`config.mk`:
```
export PLATFORM = sky130hd
export DESIGN_NAME = rsa_expmod_ctrl_flat
export DESIGN_NICKNAME = d
export VERILOG_FILES = /design/src/rtl/rsa_expmod_ctrl_pkg.sv /design/src/rtl/rsa_expmod_ctrl_if.sv /design/src/rtl/rsa_expmod_ctrl.sv /design/src/flat_wrapper.sv
export SDC_FILE = /design/constraint.sdc
export NUM_CORES = 1
export LEC_CHECK = 0
export ABC_AREA = 1
export CAP_MARGIN = 15
export CORE_UTILIZATION = 35
export DETAILED_ROUTE_END_ITERATION = 10
export SLEW_MARGIN = 40
export SYNTH_ARGS = -nofsm -noshare
export SYNTH_HDL_FRONTEND = slang
export SYNTH_SLANG_ARGS = --single-unit
export TNS_END_PERCENT = 30
```
`constraint.sdc`:
```
create_clock -name clk -period 1.5 [get_ports clk]
set_clock_uncertainty 0.05 [all_clocks]
set_input_delay 0.3 -clock clk [delete_from_list [all_inputs] [get_ports clk]]
set_output_delay 0.3 -clock clk [all_outputs]
set_load 0.005 [all_outputs]
```
`src/rtl/rsa_expmod_ctrl_pkg.sv`:
```
// -----------------------------------------------------------------------------
// rsa_ctrl_pkg
// Shared types for the RSA modular-exponentiation sequencer:
//   rsa_op_t    - operation code presented to the Montgomery datapath
//   rsa_state_t - sequencer FSM states
//   op-count helpers for sizing test budgets and future CRT controllers
// -----------------------------------------------------------------------------
package rsa_ctrl_pkg;

    // Operation codes; the datapath routes the multiplier result by op.
    typedef enum logic [2:0] {
        CONV = 3'd0,   // base_m = mont(base, R2)
        INIT = 3'd1,   // acc    = mont(1, R2)
        SQR  = 3'd2,   // acc    = mont(acc, acc)
        MUL  = 3'd3,   // acc    = mont(acc, base_m)
        POST = 3'd4    // acc    = mont(acc, 1)
    } rsa_op_t;

    // Sequencer states.
    typedef enum logic [1:0] {
        S_IDLE  = 2'd0,
        S_ISSUE = 2'd1,
        S_WAIT  = 2'd2,
        S_FIN   = 2'd3
    } rsa_state_t;

    // CONV, INIT and POST bracket the per-bit square/multiply work.
    localparam int unsigned FIXED_OPS       = 32'd3;
    // At most one SQR and one MUL per exponent bit.
    localparam int unsigned MAX_OPS_PER_BIT = 32'd2;

    // Number of multiplier operations for an exponent with 'ones' set bits.
    function automatic int unsigned op_count(input int unsigned width,
                                             input int unsigned ones);
        return width + ones + FIXED_OPS;
    endfunction

    // Worst-case operation count (all-ones exponent).
    function automatic int unsigned max_op_count(input int unsigned width);
        return MAX_OPS_PER_BIT * width + FIXED_OPS;
    endfunction

endpackage

```
`src/rtl/rsa_expmod_ctrl_if.sv`:
```
// -----------------------------------------------------------------------------
// rsa_expmod_ctrl_if
// Bundles the host request/status signals and the Montgomery multiplier
// handshake of the exponentiation sequencer.
//   start, exponent      host request (exponent sampled on accepted start)
//   busy, done           sequencer status
//   mmm_start, mmm_done  multiplier launch / completion pulses
//   op, b_sel, acc_we    datapath control (op code, operand mux, write strobe)
// Modports:
//   slave  - the sequencer itself
//   master - the environment (host + multiplier + datapath)
// -----------------------------------------------------------------------------
interface rsa_expmod_ctrl_if #(
    parameter int WIDTH = 8
);
    logic             start;
    logic [WIDTH-1:0] exponent;
    logic             busy;
    logic             done;
    logic             mmm_start;
    logic             mmm_done;
    logic [2:0]       op;
    logic             b_sel;
    logic             acc_we;

    modport slave (
        input  start, exponent, mmm_done,
        output busy, done, mmm_start, op, b_sel, acc_we
    );

    modport master (
        output start, exponent, mmm_done,
        input  busy, done, mmm_start, op, b_sel, acc_we
    );
endinterface

```
`src/rtl/rsa_expmod_ctrl.sv`:
```
// -----------------------------------------------------------------------------
// rsa_expmod_ctrl
// Left-to-right square-and-multiply sequencer for the RSA modexp datapath.
// Issues one Montgomery operation at a time (CONV, INIT, {SQR, [MUL]} per
// exponent bit, POST) and always walks all WIDTH bits, so the op count
// depends only on the exponent's popcount.
// Ports:
//   clk  - clock, rising edge
//   rst  - synchronous active-high reset
//   bus  - rsa_expmod_ctrl_if.slave (start/exponent in, busy/done out,
//          mmm_start/mmm_done handshake, op/b_sel/acc_we datapath control)
// All outputs are registered except acc_we, which is a zero-latency decode
// of mmm_done while waiting so the datapath captures the result on time.
// -----------------------------------------------------------------------------
module rsa_expmod_ctrl
    import rsa_ctrl_pkg::*;
#(
    parameter int WIDTH = 8
) (
    input logic               clk,
    input logic               rst,
    rsa_expmod_ctrl_if.slave  bus
);

    localparam int            CW       = (WIDTH > 1) ? $clog2(WIDTH) : 1;
    localparam logic [CW-1:0] CNT_INIT = CW'(WIDTH - 1);
    localparam logic [CW-1:0] CNT_ZERO = CW'(0);
    localparam logic [CW-1:0] CNT_ONE  = CW'(1);

    rsa_state_t       state_r;
    rsa_op_t          op_r;
    logic [CW-1:0]    cnt_r;       // index of the exponent bit being processed
    logic [WIDTH-1:0] e_r;         // exponent, MSB is the current bit
    logic             busy_r;
    logic             done_r;
    logic             mmm_start_r;
    logic             b_sel_r;

    rsa_op_t          next_op_s;
    logic             advance_s;   // move to the next exponent bit

    // Next-operation decision applied when the current op completes.
    always_comb begin
        next_op_s = POST;
        advance_s = 1'b0;
        case (op_r)
            CONV: begin
                next_op_s = INIT;
            end
            INIT: begin
                next_op_s = SQR;
            end
            SQR: begin
                if (e_r[WIDTH-1]) begin
                    next_op_s = MUL;
                end else if (cnt_r == CNT_ZERO) begin
                    next_op_s = POST;
                end else begin
                    next_op_s = SQR;
                    advance_s = 1'b1;
                end
            end
            MUL: begin
                if (cnt_r == CNT_ZERO) begin
                    next_op_s = POST;
                end else begin
                    next_op_s = SQR;
                    advance_s = 1'b1;
                end
            end
            default: begin
                next_op_s = POST;
                advance_s = 1'b0;
            end
        endcase
    end

    // Sequencer FSM with registered outputs.
    always_ff @(posedge clk) begin
        if (rst) begin
            state_r     <= S_IDLE;
            op_r        <= CONV;
            cnt_r       <= CNT_INIT;
            e_r         <= {WIDTH{1'b0}};
            busy_r      <= 1'b0;
            done_r      <= 1'b0;
            mmm_start_r <= 1'b0;
            b_sel_r     <= 1'b0;
        end else begin
            case (state_r)
                S_IDLE: begin
                    done_r <= 1'b0;
                    if (bus.start) begin
                        e_r         <= bus.exponent;
                        cnt_r       <= CNT_INIT;
                        op_r        <= CONV;
                        b_sel_r     <= 1'b0;
                        busy_r      <= 1'b1;
                        mmm_start_r <= 1'b1;
                        state_r     <= S_ISSUE;
                    end
                end
                S_ISSUE: begin
                    mmm_start_r <= 1'b0;
                    state_r     <= S_WAIT;
                end
                S_WAIT: begin
                    if (bus.mmm_done) begin
                        if (op_r == POST) begin
                            busy_r  <= 1'b0;
                            done_r  <= 1'b1;
                            state_r <= S_FIN;
                        end else begin
                            op_r        <= next_op_s;
                            b_sel_r     <= (next_op_s == MUL);
                            mmm_start_r <= 1'b1;
                            state_r     <= S_ISSUE;
                            if (advance_s) begin
                                cnt_r <= cnt_r - CNT_ONE;
                                e_r   <= {e_r[WIDTH-2:0], 1'b0};
                            end
                        end
                    end
                end
                S_FIN: begin
                    // start seen here is deliberately dropped; the host must
                    // still be asserting it in the following IDLE cycle.
                    done_r  <= 1'b0;
                    state_r <= S_IDLE;
                end
                default: begin
                    state_r     <= S_IDLE;
                    busy_r      <= 1'b0;
                    done_r      <= 1'b0;
                    mmm_start_r <= 1'b0;
                    b_sel_r     <= 1'b0;
                end
            endcase
        end
    end

    assign bus.busy      = busy_r;
    assign bus.done      = done_r;
    assign bus.mmm_start = mmm_start_r;
    assign bus.op        = op_r;
    assign bus.b_sel     = b_sel_r;
    assign bus.acc_we    = (state_r == S_WAIT) && bus.mmm_done;

endmodule

```
`src/flat_wrapper.sv`:
```
// flat-port wrapper written by rule: the top's interface ports become plain ports
module rsa_expmod_ctrl_flat import rsa_ctrl_pkg::*;
#(
    parameter int WIDTH = 8
)
  (clk, rst, bus_start, bus_exponent, bus_mmm_done, bus_busy, bus_done, bus_mmm_start, bus_op, bus_b_sel, bus_acc_we);
  rsa_expmod_ctrl_if #(.WIDTH(WIDTH)) bus_i ();
  input logic clk;
  input logic rst;
  input wire logic [$bits(bus_i.start)-1:0] bus_start;
  input wire logic [$bits(bus_i.exponent)-1:0] bus_exponent;
  input wire logic [$bits(bus_i.mmm_done)-1:0] bus_mmm_done;
  output wire logic [$bits(bus_i.busy)-1:0] bus_busy;
  output wire logic [$bits(bus_i.done)-1:0] bus_done;
  output wire logic [$bits(bus_i.mmm_start)-1:0] bus_mmm_start;
  output wire logic [$bits(bus_i.op)-1:0] bus_op;
  output wire logic [$bits(bus_i.b_sel)-1:0] bus_b_sel;
  output wire logic [$bits(bus_i.acc_we)-1:0] bus_acc_we;
  assign bus_i.start = bus_start;
  assign bus_i.exponent = bus_exponent;
  assign bus_i.mmm_done = bus_mmm_done;
  assign bus_busy = bus_i.busy;
  assign bus_done = bus_i.done;
  assign bus_mmm_start = bus_i.mmm_start;
  assign bus_op = bus_i.op;
  assign bus_b_sel = bus_i.b_sel;
  assign bus_acc_we = bus_i.acc_we;
  rsa_expmod_ctrl #(.WIDTH(WIDTH)) u_core (.clk(clk), .rst(rst), .bus(bus_i));
endmodule
```
* Word-level counts from Yosys, hierarchy flattened
Index checks and enable logic that the tools add are counted.
** Storage, ports and cells
- Register bits :: 20
- Input port bits :: 12
- Output and inout bits :: 8
** Cells by class
- Add/sub/neg operators :: 1
- Eq/ne operators :: 13
- Muxes and demuxes :: 38
- Reductions and logical operators :: 14
** Operators by type and width (number)
- 8-bit 2-to-1 mux :: 4
- 3-bit 2-to-1 mux :: 9
- 8-bit one-hot mux with 2 select lines :: 1
- 1-bit 2-to-1 mux :: 12
- 3-bit one-hot mux with 2 select lines :: 2
- 3-bit one-hot mux with 4 select lines :: 1
- 4-bit AND reduction :: 3
- 3-bit by 2-bit equality test with 1-bit output, second input constant :: 3
- 1-bit one-hot mux with 2 select lines :: 4
- 2-bit one-hot mux with 4 select lines :: 1
- 3-bit zero test :: 2
- 2-bit 2-to-1 mux :: 3
- 2-bit inequality test, second input constant :: 3
- 5-bit AND reduction :: 1
- 2-bit equality test, second input constant :: 2
- 2-bit by 1-bit inequality test with 1-bit output, second input constant :: 2
- 2-bit nonzero test :: 2
- 3-bit by 1-bit equality test with 1-bit output, second input constant :: 1
- 3-bit equality test, second input constant :: 1
- 1-bit one-hot mux with 3 select lines :: 1
- 3-bit AND reduction :: 1
- 3-bit nonzero test :: 1
- 3-bit by 1-bit subtractor with 3-bit output, second input constant :: 1
- 2-bit by 1-bit equality test with 1-bit output, second input constant :: 1
- 4 further kinds :: 4

* Longest topological paths before layout
- Depth after elaboration :: 8
- Mapped depth :: 11
- Gate-level depth less buffers :: 10

* Worst setup path before layout
Ideal clock, no wire load.
- Path type :: register to register
- Start :: register u_core.state_r[0]
- End :: register u_core.e_r[1]
- Arrival :: 1433 ps
- Data required time :: 1338 ps
- Path slack :: -95 ps
- Stages on the path, launching flop included :: 11
- Clock period less this slack :: 1595 ps
- Cell sequence :: dfxtp_1 inv_1 ha_1 buf_6 nand2_1 nand3_4 nor2_4 buf_6 nand3_1 nand2_1 nor2_1
** On the way
- Word-level cells in the longest chain between the ends :: 3
** Ends and longest elaborated chain
- start: declaration :: RTL line rsa_expmod_ctrl.sv:30 : rsa_state_t state_r;
- start signal: assignment :: RTL line rsa_expmod_ctrl.sv:81 : state_r <= S_IDLE;
- start signal: assignment :: RTL line rsa_expmod_ctrl.sv:100 : state_r <= S_ISSUE;
- start signal: assignment :: RTL line rsa_expmod_ctrl.sv:105 : state_r <= S_WAIT;
- 2-bit equality test or 2-bit zero test (tied branches) :: RTL line rsa_expmod_ctrl.sv:90 : case (state_r)
- 2-bit by 1-bit inequality test with 1-bit output (no line) (tied with other cells)
- 5-bit AND reduction (no line)
- end signal: assignment :: RTL line rsa_expmod_ctrl.sv:84 : e_r <= {WIDTH{1'b0}};
- end signal: assignment :: RTL line rsa_expmod_ctrl.sv:94 : e_r <= bus.exponent;
- end signal: assignment :: RTL line rsa_expmod_ctrl.sv:120 : e_r <= {e_r[WIDTH-2:0], 1'b0};
- end: declaration :: RTL line rsa_expmod_ctrl.sv:33 : logic [WIDTH-1:0] e_r;
Parallel ways exist; a longest one is shown, timed or not.
A chain may end at the register's enable or synchronous reset.

* Final worst setup path
- Start :: register u_core.state_r[0]
- End :: register u_core.state_r[1]
** On the way
- Word-level cells in the longest chain between the ends :: 3
** Ends and longest elaborated chain (RTL line)
- 2-bit equality test or 2-bit zero test (tied branches) :: rsa_expmod_ctrl.sv:90
- 2-bit inequality test (no line)
- 2-bit AND reduction (no line)
Parallel ways exist; a longest one is shown, timed or not.

==> flow_summary.json <==
{
  "drc_errors": 0,
  "ys_warn_count": 0,
  "pwr_density_cell_nw_per_um2": 1150,
  "r2r_setup_slack_ps": 10,
  "design_area_um2": 1680,
  "rsz0062_at_grt": "true",
  "required_ps": 1640,
  "dpl.hpwl_um": 1890,
  "cts_tree": "built",
  "yosysTopAreaCell": "dfxtp_1",
  "ys_seq_area_share_pct": 34.9,
  "grt_pass1_wl_um": 4140,
  "reg2reg_depth": 9,
  "die_y_um": 59.2,
  "route.met3.wl_um": 136,
  "yosysUniqueCellTypes": 24,
  "synth_top_area_share_pct": 34.9,
  "insertedDiodeCount": 0,
  "clock_sinks": 20,
  "fin_cells": 239,
  "tightest_slew_ps": 228,
  "cts_inserted_buffers": 3,
  "firstDrtPassIters": 4,
  "dr.max_layer_used": "met4",
  "max_freq_ghz": 0.672,
  "place_area_um2": 1510,
  "routed-wl-met2_um": 1230,
  "cp-startpoint": "u_core.state_r[0]",
  "power_frac_seq_pct": 36.8,
  "drv_slew": 0,
  "cts_max_path_buffers": 2,
  "r2r-end": "u_core.state_r[1]",
  "switching_share_pct": 35.9,
  "ys_top_cells_by_area": "dfxtp_1 35%, nand2_1 11%, nand3_1 7.4%, ha_1 6.6%, nor2_1 6.2%",
  "drt-met1-wl_um": 1160,
  "area_growth_pct": 46.2,
  "wl_um": 2590,
  "period_needed_ps": 1490,
  "worst-setup-path-type": "reg -> reg",
  "combinationalPowerShare_pct": 46.8,
  "cts_root_buffer": "clkbuf_4",
  "clkTransAtPathRegs_ps": 110,
  "postSynthAreaPerCell_um2": 7.35,
  "startpoint_type": "flip-flop",
  "grt_pass1_vias": 1015,
  "slew_headroom_pct": 84.7,
  "nets": 214,
  "grtUsageTotal_pct": 16.1,
  "hold_viol": 0,
  "multi_input_area_um2": 692,
  "synth_flop_cell": "dfxtp_1",
  "wl_per_cell_um": 10.8,
  "vias": 1108,
  "die_x_um": 59.2,
  "maxCapViolCount": 0,
  "synth_area_um2": 1150,
  "status": "completed",
  "path_max_fanout": 3,
  "grt_max_degree": 15,
  "synth.most_common_cell": "nand2_1",
  "drtIter0Drc": 26,
  "antenna_found_initial": 0,
  "cts_htree_levels": 1,
  "cp-endpoint": "u_core.state_r[1]",
  "hold_depth": 2,
  "initial_core_util_pct": 37.2,
  "r2r-start": "u_core.state_r[0]",
  "switchingPower_mw": 0.688,
  "ios": 20,
  "worst-endpoint-arrival_ps": 1630,
  "filler_cell_count": 289,
  "worst_ir_drop_vdd_uv": 502,
  "setup_violations": 0,
  "ant_nets": 0,
  "synth-edff-count": 0,
  "syn_nets": 174,
  "dieArea_um2": 3510,
  "worstSetupEndpointType": "flip-flop",
  "grt_overflow": 0,
  "num_rows": 20,
  "clock_latency_ps": 300,
  "p_int_mw": 1.23,
  "coreArea_um2": 3080,
  "min_period_over_period_pct": 99.2,
  "ys_ff_latch": 20,
  "vias_per_cell": 4.64,
  "tns_ps": 0,
  "regArea_um2": 417,
  "place_congestion": 0.794,
  "dp.cells": 231,
  "async_flop_share_pct": 0,
  "io_buffers": 19,
  "netlist_instances": 156,
  "hp-class": "reg -> reg",
  "finalPower_mw": 1.92,
  "p_clk_share_pct": 16.4,
  "drive_gt1_share_pct": 32.8,
  "synth_commonest_cells": "34 x nand2_1, 20 x dfxtp_1, 19 x nor2_1",
  "p_leak_nw": 0.831
}
[per-layer routing]
layer | track usage, % | vias to the layer above
met5 | 0 | -
met4 | 10.2 | 0
met3 | 2.40 | 8
met2 | 26.6 | 38
met1 | 19.3 | 479
li1 | - | 583
[how the worst min path moves through the flow]
stage | start | endpoint | slack [ps]
global route | u_core.bus.mmm_start | u_core.bus.mmm_start | 440
global placement | u_core.bus.mmm_start | u_core.bus.mmm_start | 400
detailed placement | u_core.cnt_r[1] | u_core.cnt_r[1] | 410
CTS | u_core.bus.mmm_start | u_core.bus.mmm_start | 420
floorplan | u_core.cnt_r[2] | u_core.cnt_r[2] | 380
finish | u_core.bus.mmm_start | u_core.bus.mmm_start | 420
[cells in the final DEF, fill, tap and decap left out, drive strengths merged, types with 5 or more instances in the layout]
cell type,n
dlymetal6s2s,5
mux2i,7
a21oi,11
nand3,19
nand2,38
ha,6
nor2,21
clkdlybuf4s50,11
inv,19
dfxtp,20
buf,22
[power groups by stage]
stage                     clock, mW  sequential (mW)  combinational (mW)
after global routing          0.350            0.723                1.01
after global placement            0            0.710               0.785
after floorplan                   0            0.707               0.511
after detailed placement          0            0.716               0.802
final                         0.315            0.707               0.898
after CTS                     0.328            0.707               0.886
[flip-flops by register name, summed over array words and instances, names as in the netlist]
| signal | cells |
|---|---|
| u_core.bus.busy | 1 |
| u_core.cnt_r | 3 |
| u_core.e_r | 8 |
| u_core.bus.op | 3 |
| u_core.state_r | 2 |
| u_core.bus.b_sel | 1 |
| u_core.bus.mmm_start | 1 |
| u_core.bus.done | 1 |
[worst max-delay path: stages (launching register included)]
cell	delay [ps]
dfxtp_2	350
inv_2	50
buf_6	110
ha_4	170
nand2_4	70
buf_4	100
buf_4	100
nand2_2	60
o21ai_0	230
a21oi_1	100
[cell type report]
cell class / instances / share of cell area [%]
clock buffer: 4 / 2.17
tap: 44 / 3.29
sequential: 20 / 24.9
inverter: 20 / 4.93
timing repair buffer: 40 / 23.5
multi-input combinational: 111 / 41.3
[cell families (layout without fill, tap and decap cells)]
family                   Yosys count  count (layout)  share of synthesized area [%]
adder cells (fa/ha/maj)            6               6                           6.55
multiplexers                       7               7                           6.11
AO/OA/AOI/OAI                     15              15                           7.53
AND/OR/NAND/NOR                   83              83                           34.5
buffers and inverters             25              64                           10.4
flip-flops                        20              20                           34.9
[repair_timing]
action | CTS | global route
hold endpoints to repair | 0 | 0
gates resized for setup | 31 | 16
endpoints found under the setup margin | 22 | 23
pin swaps | 3 | 6
hold buffers | 0 | 0
buffers inserted | 4 | 0
[through the flow]
stage	util [%]	hold WS [ps]	setup WS, ps
2_1_floorplan	-	379	7.51
3_3_place_gp	48.9	395	-251
3_5_place_dp	48.9	407	-269
4_1_cts	53.4	425	-9.96
5_1_grt	54.4	443	-82.6
6_report	54.4	416	11.4
Power figures use the tool's default switching activity.
